## config.mk

```make
export PLATFORM = sky130hd
export DESIGN_NAME = sram_scheduler4
export DESIGN_NICKNAME = d
export VERILOG_FILES = /design/src/rtl/sram_scheduler4_pkg.sv /design/src/rtl/sram_scheduler4_rr_pick4.sv /design/src/rtl/sram_scheduler4.sv
export SDC_FILE = /design/constraint.sdc
export NUM_CORES = 1
export LEC_CHECK = 0
export ABC_AREA = 1
export ABC_CLOCK_PERIOD_IN_PS = 4550
export BUFFER_PORTS_ARGS = -buffer_cell sky130_fd_sc_hd__buf_4
export CORE_MARGIN = 1
export CORE_UTILIZATION = 49
export CTS_CLUSTER_SIZE = 24
export DETAILED_ROUTE_END_ITERATION = 6
export PLACE_DENSITY = 0.87
export SLEW_MARGIN = 0
export SYNTH_ARGS = -nofsm -noshare
export SYNTH_HDL_FRONTEND = slang
export SYNTH_SLANG_ARGS = --single-unit
```

## constraint.sdc

```tcl
create_clock -name clk -period 4.55 [get_ports clk]
set_input_delay 0 -clock clk [delete_from_list [all_inputs] [get_ports clk]]
set_output_delay 0 -clock clk [all_outputs]
set_load 0.005 [all_outputs]
```

## src/rtl/sram_scheduler4_pkg.sv

```systemverilog
// Shared definitions for the four-requester SRAM scheduler: defaults, state codes, helpers.
package sram_scheduler4_pkg;

    localparam int unsigned DefAddrWidth  = 17;
    localparam int unsigned DefDataWidth  = 8;
    localparam int unsigned DefWaitCycles = 2;

    typedef logic [1:0] state_t;

    localparam state_t StIdle   = 2'd0;
    localparam state_t StSetup  = 2'd1;
    localparam state_t StAccess = 2'd2;
    localparam state_t StDone   = 2'd3;

    function automatic logic [3:0] onehot4(input logic [1:0] idx);
        onehot4 = 4'b0001 << idx;
    endfunction

endpackage

```

## src/rtl/sram_scheduler4_rr_pick4.sv

```systemverilog
// Combinational round-robin picker: first requester after last_i, wrapping mod 4.
module rr_pick4 (
    input  logic [3:0] req_i,
    input  logic [1:0] last_i,
    output logic [1:0] grant_o,
    output logic       valid_o
);

    logic [1:0] idx;

    always_comb begin
        grant_o = last_i;
        valid_o = 1'b0;
        idx     = last_i;
        // k = 4 wraps back to last_i, so a lone repeat requester still wins.
        for (int k = 1; k <= 4; k++) begin
            idx = last_i + 2'(k);
            if (!valid_o && req_i[idx]) begin
                grant_o = idx;
                valid_o = 1'b1;
            end
        end
    end

endmodule

```

## src/rtl/sram_scheduler4.sv

```systemverilog
// Four-port round-robin scheduler driving an asynchronous SRAM with registered strobes.
module sram_scheduler4
    import sram_scheduler4_pkg::*;
#(
    parameter int unsigned ADDR_WIDTH  = DefAddrWidth,
    parameter int unsigned DATA_WIDTH  = DefDataWidth,
    parameter int unsigned WAIT_CYCLES = DefWaitCycles
) (
    input  logic                    clk,
    input  logic                    reset,
    input  logic [3:0]              dev_req,
    input  logic [3:0]              dev_we,
    input  logic [4*ADDR_WIDTH-1:0] dev_addr,
    input  logic [4*DATA_WIDTH-1:0] dev_wdata,
    output logic [3:0]              dev_done,
    output logic [DATA_WIDTH-1:0]   rdata,
    output logic [ADDR_WIDTH-1:0]   sram_addr,
    output logic [DATA_WIDTH-1:0]   sram_dout,
    output logic                    sram_doe,
    input  logic [DATA_WIDTH-1:0]   sram_din,
    output logic                    sram_ce_n,
    output logic                    sram_oe_n,
    output logic                    sram_we_n
);

    localparam logic [3:0] LastCnt = 4'(WAIT_CYCLES - 1);

    state_t                  state_q, state_d;
    logic [3:0]              cnt_q, cnt_d;
    logic [1:0]              grant_q;
    logic                    we_q, we_d;
    logic [3:0]              done_q, done_d;
    logic [DATA_WIDTH-1:0]   rdata_q;
    logic [ADDR_WIDTH-1:0]   addr_q;
    logic [DATA_WIDTH-1:0]   dout_q;
    logic                    doe_q, doe_d;
    logic                    ce_n_q, ce_n_d;
    logic                    oe_n_q, oe_n_d;
    logic                    we_n_q, we_n_d;

    logic [1:0]              pick_idx;
    logic                    pick_valid;
    logic                    grab;
    logic                    last_access;

    rr_pick4 u_pick (
        .req_i   (dev_req),
        .last_i  (grant_q),
        .grant_o (pick_idx),
        .valid_o (pick_valid)
    );

    always_comb begin
        grab        = (state_q == StIdle) && pick_valid;
        we_d        = grab ? dev_we[pick_idx] : we_q;
        last_access = (state_q == StAccess) && (cnt_q == LastCnt);
        state_d     = state_q;
        cnt_d       = cnt_q;
        unique case (state_q)
            StIdle:   if (pick_valid) state_d = StSetup;
            StSetup: begin
                state_d = StAccess;
                cnt_d   = 4'd0;
            end
            StAccess: begin
                if (last_access) begin
                    state_d = StDone;
                    cnt_d   = 4'd0;
                end else begin
                    cnt_d = cnt_q + 4'd1;
                end
            end
            StDone:   state_d = StIdle;
            default:  state_d = StIdle;
        endcase
        // Strobes are registered from the next state so they line up with state_q.
        ce_n_d = (state_d == StIdle);
        oe_n_d = !(((state_d == StSetup) || (state_d == StAccess)) && !we_d);
        we_n_d = !((state_d == StAccess) && we_d);
        doe_d  = (state_d != StIdle) && we_d;
        done_d = (state_d == StDone) ? onehot4(grant_q) : 4'b0000;
    end

    always_ff @(posedge clk) begin
        if (!reset) begin
            state_q <= StIdle;
            cnt_q   <= 4'd0;
            grant_q <= 2'd3;
            we_q    <= 1'b0;
            done_q  <= 4'b0000;
            rdata_q <= '0;
            addr_q  <= '0;
            dout_q  <= '0;
            doe_q   <= 1'b0;
            ce_n_q  <= 1'b1;
            oe_n_q  <= 1'b1;
            we_n_q  <= 1'b1;
        end else begin
            state_q <= state_d;
            cnt_q   <= cnt_d;
            we_q    <= we_d;
            done_q  <= done_d;
            doe_q   <= doe_d;
            ce_n_q  <= ce_n_d;
            oe_n_q  <= oe_n_d;
            we_n_q  <= we_n_d;
            if (grab) begin
                grant_q <= pick_idx;
                addr_q  <= dev_addr[int'(pick_idx)*ADDR_WIDTH +: ADDR_WIDTH];
                dout_q  <= dev_wdata[int'(pick_idx)*DATA_WIDTH +: DATA_WIDTH];
            end
            if (last_access && !we_q) begin
                rdata_q <= sram_din;
            end
        end
    end

    assign dev_done  = done_q;
    assign rdata     = rdata_q;
    assign sram_addr = addr_q;
    assign sram_dout = dout_q;
    assign sram_doe  = doe_q;
    assign sram_ce_n = ce_n_q;
    assign sram_oe_n = oe_n_q;
    assign sram_we_n = we_n_q;

endmodule

```

# Yosys cells after proc, flatten, opt, wreduce, memory -nomap -nowiden
# Index checks and enable logic that the tools add are counted.
# W data, S select, Z words.
# word_totals
word_cells,78
inputBits,118
reg_bits,50
out_inout_bits,41
# op_classes
mul,1
mux,24
shifts,3
n_addsub,4
eq_ne,7
n_reduce_logical,22
n_lt_le_gt_ge,5
# ops
operator,count
$shiftx A68 B8 Y17,1
$shiftx A32 B6 Y8,1
$lt A2 B3 Y1 const B,5
$mux W2,6
$bmux W1 S2,5
$mux W1,10
$logic_and A1 B1 Y1,9
$eq A2 B2 Y1 const B,4
$pmux W2 S4,1
$pmux W4 S2,1
$logic_not A1 Y1,7
$mul A2 B5 Y7 const B,1
$add A2 B2 Y2 const B,2
$add A4 B1 Y4 const B,1
$eq A2 B1 Y1 const B,2
$eq A4 B1 Y1 const B,1
$logic_not A2 Y1,2
$mux W4,1
$reduce_bool A2 Y1,2
$shl A1 B2 Y4 const A,1
$add A2 B1 Y2 const B,1
$reduce_and A2 Y1,1
$logic_or A1 B1 Y1,1

# Logic depth before layout (Yosys ltp)
# Gate-level depths: netlist (run 1).
# depth
ltp_word,19
mapped_depth,15
mapped_depth_nobuf,14

# Cells and area by module
# A second synthesis (run 1) with hierarchy kept.
# unflattened
cells_unflattened,521
hier_area_um2,3123.0
# by_module_without_submodules
mod,seq_area_each_um2,cells_each,area_per_inst_um2,n_inst
sram_scheduler4,1001.0,475,2891.5,1
rr_pick4,0.0,46,231.5,1

# Least setup slack after synthesis (run 1)
# Ideal clock, no wire load.
# synth_timing
kind,register -> register
start,register grant_q[0]
end,"register doe_q, in the netlist sram_doe"
path_stages_with_launch,12
slack_ps,2866
setup_time_ps,70
synth_period_minus_slack_ps,1684
path_buffers,1
required_time_ps,4480
t_arrival_ps,1614
path_cell_list,dfxtp_1 buf_6 nand2_1 and2_1 nand2_1 nand2_1 nand3_1 o21ai_0 o21a_1 ha_1 or2_2 a21oi_1
# synth_between
elab_chain_cells,17
word_cells_on_any_way,33
cone_classes,add/sub (3); mux (21); reduce/logical (9)
# synth_rtl
item,line_no,rtl
"start, declared",sram_scheduler4.sv:30,logic [1:0] grant_q;
"start signal, assigned",sram_scheduler4.sv:108,grant_q <= pick_idx;
$add A2 B1 Y2,sram_scheduler4_rr_pick4.sv:17,idx = last_i + 2'(k);
$bmux W1 S2,sram_scheduler4_rr_pick4.sv:18,if (!valid_o && req_i[idx]) begin
$mux W1 (implied by the code),sram_scheduler4_rr_pick4.sv:18,
$mux W1,sram_scheduler4_rr_pick4.sv:18,
$logic_not A1 Y1,sram_scheduler4_rr_pick4.sv:18,
$logic_and A1 B1 Y1,sram_scheduler4_rr_pick4.sv:18,
$mux W1,sram_scheduler4_rr_pick4.sv:18,
$logic_not A1 Y1,sram_scheduler4_rr_pick4.sv:18,
$logic_and A1 B1 Y1,sram_scheduler4_rr_pick4.sv:18,
$mux W1,sram_scheduler4_rr_pick4.sv:18,
$logic_not A1 Y1,sram_scheduler4_rr_pick4.sv:18,
$logic_and A1 B1 Y1,sram_scheduler4_rr_pick4.sv:18,
$mux W1 / $mux W2 (equally long branches),sram_scheduler4_rr_pick4.sv:18,
$mux W2 / $bmux W1 S2 (equally long branches),"sram_scheduler4.sv:60, sram_scheduler4.sv:55",
$pmux W2 S4 / $mux W1 (equally long branches),"sram_scheduler4.sv:59, sram_scheduler4.sv:55",
$reduce_bool A2 Y1 / $mux W1 (equally long branches),"sram_scheduler4.sv:80, sram_scheduler4.sv:55",
$logic_and A1 B1 Y1 (*),sram_scheduler4.sv:80,doe_d = (state_d != StIdle) && we_d;
"end signal, assigned",sram_scheduler4.sv:103,doe_q <= doe_d;
"end, declared",sram_scheduler4.sv:36,"logic doe_q, doe_d;"
# Mark *: on every way between the ends. The rest lies on a longest branch, timed or not. The select of a mux whose other input is x is not followed.
# A chain may end at the register's enable or synchronous reset.

# Final worst setup path (run 1)
# layout_timing
start,register grant_q[0]
end,register we_q
# layout_between
elab_chain_cells,16
word_cells_on_any_way,29
cone_classes,add/sub (3); mux (19); reduce/logical (7)
# layout_rtl
item,line_no,rtl
$add A2 B1 Y2,sram_scheduler4_rr_pick4.sv:17,
$bmux W1 S2,sram_scheduler4_rr_pick4.sv:18,
$mux W1 (implied by the code),sram_scheduler4_rr_pick4.sv:18,
$mux W1,sram_scheduler4_rr_pick4.sv:18,
$logic_not A1 Y1,sram_scheduler4_rr_pick4.sv:18,
$logic_and A1 B1 Y1,sram_scheduler4_rr_pick4.sv:18,
$mux W1,sram_scheduler4_rr_pick4.sv:18,
$logic_not A1 Y1,sram_scheduler4_rr_pick4.sv:18,
$logic_and A1 B1 Y1,sram_scheduler4_rr_pick4.sv:18,
$mux W1,sram_scheduler4_rr_pick4.sv:18,
$logic_not A1 Y1,sram_scheduler4_rr_pick4.sv:18,
$logic_and A1 B1 Y1,sram_scheduler4_rr_pick4.sv:18,
$mux W2,sram_scheduler4_rr_pick4.sv:18,
$bmux W1 S2,sram_scheduler4.sv:55,we_d = grab ? dev_we[pick_idx] : we_q;
$mux W1 (implied by the code),sram_scheduler4.sv:55,
$mux W1 (*),sram_scheduler4.sv:55,
"end signal, assigned",sram_scheduler4.sv:101,we_q <= we_d;
"end, declared",sram_scheduler4.sv:31,"logic we_q, we_d;"
# Marked as above.

==> results of run 1 <==
==> registers in the layout (all words and copies together), names as in the netlist <==
name	count
rdata	8
dev_done	4
sram_dout	8
state_q	2
grant_q	2
sram_oe_n	1
we_q	1
sram_doe	1
sram_we_n	1
sram_ce_n	1
cnt_q	4
sram_addr	17
==> layout make-up <==
cell class              count  area (sq um)
clock inverters             1          30.0
inverters                  26          97.6
flip-flops and latches     50          1000
repair buffers            168          1280
clock buffers               6          82.6
well taps                  72          90.1
fillers                   461          1430
multi-input cells         347          1630
==> kinds of logic (layout without fill, tap and decap cells) <==
kind of cell / Yosys count / in the layout
and+or+nand+nor: 280 / 280
AOI/OAI and AO/OA: 58 / 58
buffers and inverters: 53 / 201
DFF: 50 / 50
adders and majority gates: 8 / 8
xor gates and xnor gates: 1 / 1
==> path summary, 6_finish.rpt <==
kind / slack, ns / cells after the start / to
setup / recovery: 1.79 / 11 / we_q$_SDFF_PN0_
hold / removal: 0.08 / 5 / sram_addr[2]$_SDFFE_PN0P_
setup reg to reg: 1.79 / 11 / we_q$_SDFF_PN0_
hold reg to reg: 0.45 / 2 / rdata[7]$_SDFFE_PN0P_
==> metal layers <==
metal | up-vias | wire (um) | share of wire, %
met2 | 142 | 4540 | 52
met5 | - | 0 | 0
met1 | 1565 | 3420 | 39
li1 | 1757 | - | -
met3 | 28 | 574 | 6.5
met4 | 0 | 256 | 2.9
==> layout by cell type (no fill, tap or decap), drive strengths merged <==
cell type and count:
clkbuf 6, clkinv 1, nor3 1, dfxtp 50
nor2 12, nand2 172, a21oi 41, ha 8
o21ai 15, nand4 2, o22ai 1, dlygate4sd3 9
xor2 1, o21a 1, or2 2, buf 159
and2 1, bufinv 1, nand3 90, inv 25
==> synth_stat cells, drive strengths merged <==
cell type	n	share of area, %
a21oi	41	7.0
and2	1	0.21
buf	18	5.6
clkbuf	9	1.2
clkinv	1	0.13
dfxtp	50	34
ha	8	3.4
inv	25	3.2
nand2	172	24
nand3	90	16
nand4	2	0.43
nor2	12	1.5
nor3	1	0.17
o21a	1	0.26
o21ai	15	2.6
o22ai	1	0.21
or2	2	0.43
xor2	1	0.30
==> critical path, cell delays in order, from the launching register on <==
cell and delay, ns:
dfxtp_1 0.56, inv_2 0.15, nand2_1 0.10, and2_1 0.15, nand2_1 0.06, nand2_1 0.07
nand3_1 0.08, nand2_1 0.07, buf_4 0.29, clkinv_1 0.61, nand3_1 0.38, a21oi_1 0.09
==> power breakdown <==
group	switching, W	total [W]	internal (W)
logic	0.00122	0.00189	0.000671
registers	0.0000708	0.000624	0.000554
clock network	0.000143	0.000319	0.000176
==> metrics by stage <==
step / util [%] / cell area, sq um / worst slack [ns]
floorplan: - / 2930 / 2.87
global placement: 71.1 / 4010 / 1.90
detailed placement: 71.1 / 4010 / 1.82
CTS: 74.7 / 4220 / 1.78
global route: 74.7 / 4220 / 1.45
finish: 74.7 / 4220 / 1.79
==> impl_metrics.toml, run 1 <==
[pwr]
powerDensity_nw_per_um2 = 672
irDropWorstVdd_v = 0.000641
leakage_nw = 2.06
total_power_w = 0.00283

[setup_path]
required_ns = 4.70
crit_path_start = "grant_q[0]$_SDFFE_PN1P_"
crit_path_start_kind = "register"
path_class = "register to register"
worstPathMaxFanout = 31
end_kind = "register"
critPathArrivalTime_ns = 2.92
reg2reg_from = "grant_q[0]$_SDFFE_PN1P_"

[logic_synthesis]
synth-simple-area-share_pct = 42.0
avgSynthCellArea_sq_um = 6.50
yosys.area_share.adder_pct = 3.42
ys_seq_area_share_pct = 34.2
synthMuxAreaShare_pct = 0
synth_cell_type_count = 25
yosys_warnings = 0
synth_cells = 450
syn-cell-area_sq_um = 2930
synth-compound-area-share_pct = 10.1
synth_nets = 576
synthXorXnorAreaFrac_pct = 0.299
ys_ff_latch = 50
synth_top_family_by_area = "simple AND/OR/NAND/NOR gates"

[timing]
min_period_ns = 2.76
drv_slew = 0
setup_viol = 0
tightest_slew_ns = 0.952
hold-worst-slack_ns = 0.0813
rsz0062_at_grt = "no"
max_freq_ghz = 0.362
finalCritPeriodShare_pct = 60.7
fin_setup_tns_ns = 0
skew_ns = 0.00395
hold_violations = 0
maxSlewHeadroom_pct = 36.5

[clock_tree]
cts_hold_buf = 9
cts_setup_buffers = 0
cts_tree = "built"
htree_levels = 2
worstSkewPairLatency_ns = 0.30
cts.path.max_buffers = 2
ctsRootBufferMaster = "clkbuf_8"
cts_resized = 0
clk_pin_slew_worst_paths_ns = 0.09
clkSinkCount = 50
numCtsBuffers = 5

[placement]
placed_cells_incl_taps = 654
place_hpwl_mm = 6.41
io_buffers = 158
gp_congestion = 0.864

[cells_and_area]
finalNetCount = 724
drive_gt1_share_pct = 31.3
finalNonFillerCells = 670
diodes = 0
syn_to_final_growth_pct = 44.1

[global_route]
grt_usage_pct = 29.5
grt.overflow.total = 0
met2_usage_pct = 52.9
grt_pass1_vias = 3259
grt_use_met1_pct = 34.1
grt_antenna_before_repair = 0
grt_busiest_layer = "met2"
grt_use_met3_pct = 7.36
grt_max_degree = 53
grt_pass1_wl_mm = 14.6

[detailed_routing]
drc = 0
wl_per_cell_um = 13.1
drtPass1Iterations = 5
avgViaCountPerCell = 5.21
vias = 3492
final_antenna_net_count = 0
wl_mm = 8.79
first_iter_violations = 171

[die]
die_y_um = 79.3
io_pins = 159
core-area_sq_um = 5640
die_x_um = 79.3
core.rowCount = 27
initial_utilization_pct = 51.9
dieArea_sq_um = 6280

[job]
maxCapViolations = 0

[worst_hold_path]
min-delay-start = "dev_addr[36]"
hp-class = "input port to register"

[outcome]
outcome = "finished, final reports clean"
Power figures use the tool's default switching activity.
==> run 2: changes to the inputs <==
--- a/config.mk
+++ b/config.mk
@@ -6,13 +6,13 @@
 export NUM_CORES = 1
 export LEC_CHECK = 0
 export ABC_AREA = 1
-export ABC_CLOCK_PERIOD_IN_PS = 4550
+export ABC_CLOCK_PERIOD_IN_PS = 2600
 export BUFFER_PORTS_ARGS = -buffer_cell sky130_fd_sc_hd__buf_4
 export CORE_MARGIN = 1
-export CORE_UTILIZATION = 49
+export CORE_UTILIZATION = 45
 export CTS_CLUSTER_SIZE = 24
 export DETAILED_ROUTE_END_ITERATION = 6
-export PLACE_DENSITY = 0.87
+export PLACE_DENSITY = 0.81
 export SLEW_MARGIN = 0
 export SYNTH_ARGS = -nofsm -noshare
 export SYNTH_HDL_FRONTEND = slang
==> constraint.sdc (replaced) <==
create_clock -name clk -period 2.6 [get_ports clk]
set_input_delay 0 -clock clk [delete_from_list [all_inputs] [get_ports clk]]
set_output_delay 0 -clock clk [all_outputs]
set_load 0.005 [all_outputs]
==> impl_metrics.toml, run 2 (synthesized netlist as in run 1, its figures left out) <==
[timing]
setup_viol = 0
skew_ns = 0.00778
finalCritPeriodShare_pct = 92.3
hold_violations = 0
max_freq_ghz = 0.417
tightest_slew_ns = 1.00
drv_slew = 0
min_period_ns = 2.40
maxSlewHeadroom_pct = 33.1

[cells_and_area]
finalNetCount = 723
fill_cells = 552
layout_common_cells = "160 x buf_4, 158 x nand2_1, 89 x nand3_1"
syn_to_final_growth_pct = 45.5
diodes = 0
seqCellArea_sq_um = 1000
final_core_util_pct = 67.4
multi_input_area_sq_um = 1650
postLayoutCellArea_sq_um = 4260
largest_register_ffs = 17
drive_gt1_share_pct = 31.6
final_common_cell = "buf_4"

[setup_path]
required_ns = 2.74
worstPathMaxFanout = 27
critPathArrivalTime_ns = 2.54
path_class = "register to register"
crit_path_start_kind = "register"
end_kind = "register"

[die]
die_x_um = 82.6
core.rowCount = 29
dieArea_sq_um = 6830
io_pins = 159
die_y_um = 82.6
core-area_sq_um = 6310
initial_utilization_pct = 46.3

[clock_tree]
cts_tree = "built"
cts.path.max_buffers = 2
htree_levels = 2
ctsRootBufferMaster = "clkbuf_8"
clkSinkCount = 50
worstSkewPairLatency_ns = 0.30
clk_pin_slew_worst_paths_ns = 0.09
numCtsBuffers = 5

[detailed_routing]
first_iter_violations = 126
final_antenna_net_count = 0
vias = 3505
avgViaCountPerCell = 5.19
drc = 0
wl_mm = 9.27
wl_per_cell_um = 13.7
drtPass1Iterations = 6

[worst_hold_path]
hp-class = "input port to register"

[global_route]
grt_max_degree = 53
grt_antenna_before_repair = 0
grt_pass1_wl_mm = 14.3
grt_usage_pct = 27.5
grt_pass1_vias = 3238
grt.overflow.total = 0

[placement]
io_buffers = 158
dpl_cell_area_sq_um = 4030
place_hpwl_mm = 7.03
gp_congestion = 0.892

[pwr]
switching_share_pct = 49.7
irDropWorstVdd_v = 0.000702
pwr-share-clk_pct = 12.9
seqPwrFrac_pct = 21.4
leakage_nw = 2.08
p_int_w = 0.00258
combPwrFrac_pct = 65.7
total_power_w = 0.00512
switchingPower_w = 0.00255
powerDensity_nw_per_um2 = 1200

[outcome]
outcome = "finished, final reports clean"

[job]
maxCapViolations = 0
run 2: routing by layer:
metal,GRT usage (%),routed length [um],vias to the layer above
met4,12.6,308,0
met5,0,0,-
met2,46.4,4630,153
met3,5.16,544,27
met1,33.7,3780,1566
li1,-,-,1759
run 2: layout make-up:
type / instances / share of cell area [%]
Timing Repair Buffer: 167 / 29.9
Sequential cell: 50 / 23.5
Inverter: 26 / 2.29
Multi-Input combinational cell: 347 / 38.7
Tap cell: 77 / 2.26
Clock buffer: 6 / 1.94
Clock inverter: 2 / 1.41
run 2: metrics by stage:
| step | setup TNS, ns | cells | setup slack, ns | hold slack (ns) |
|---|---|---|---|---|
| 3_5_place_dp | 0 | 660 | 0.231 | 0.285 |
| 3_3_place_gp | 0 | 660 | 0.423 | 0.277 |
| 4_1_cts | 0 | 675 | 0.212 | 0.00360 |
| 6_report | 0 | 675 | 0.201 | 0.000784 |
| 2_1_floorplan | 0 | 450 | 0.916 | 0.138 |
| 5_1_grt | -0.00440 | 675 | -0.00420 | 0.0179 |
run 2: path summary, 6_finish.rpt:
kind / start / to / slack, ns / cells after the start
worst max-delay path: grant_q[0]$_SDFFE_PN1P_ / we_q$_SDFF_PN0_ / 0.20 / 13
worst min-delay path: sram_din[4] / rdata[4]$_SDFFE_PN0P_ / 0.0008 / 3
worst max register to register: grant_q[0]$_SDFFE_PN1P_ / we_q$_SDFF_PN0_ / 0.20 / 13
worst min register to register: rdata[7]$_SDFFE_PN0P_ / rdata[7]$_SDFFE_PN0P_ / 0.45 / 2
run 2: critical path, cell delays in order (launching register included):
cell     delay (ns)
dfxtp_1        0.55
inv_2          0.15
nand2_1        0.11
nand2_1        0.10
nand2_1        0.08
nand2_2        0.06
inv_2          0.11
nand3_2        0.11
inv_2          0.07
nand2_1        0.05
nand2_2        0.39
nand3_1        0.15
nand3_1        0.21
a21oi_1        0.09
run 2: what timing repair did:
action                                  in CTS  in global routing
endpoints found under the hold margin        7                  0
hold buffers                                 7                  0
endpoints found under the setup margin       0                  1
resized for setup                            0                  2
setup buffers                                0                  0
run 2: power groups by stage:
stage | registers, W | logic [W] | clock network (W)
floorplan | 0.00108 | 0.00273 | 0
detailed placement | 0.00111 | 0.00327 | 0
CTS | 0.00109 | 0.00329 | 0.000673
finish | 0.00110 | 0.00336 | 0.000663
global placement | 0.00110 | 0.00318 | 0
global route | 0.00112 | 0.00379 | 0.000707
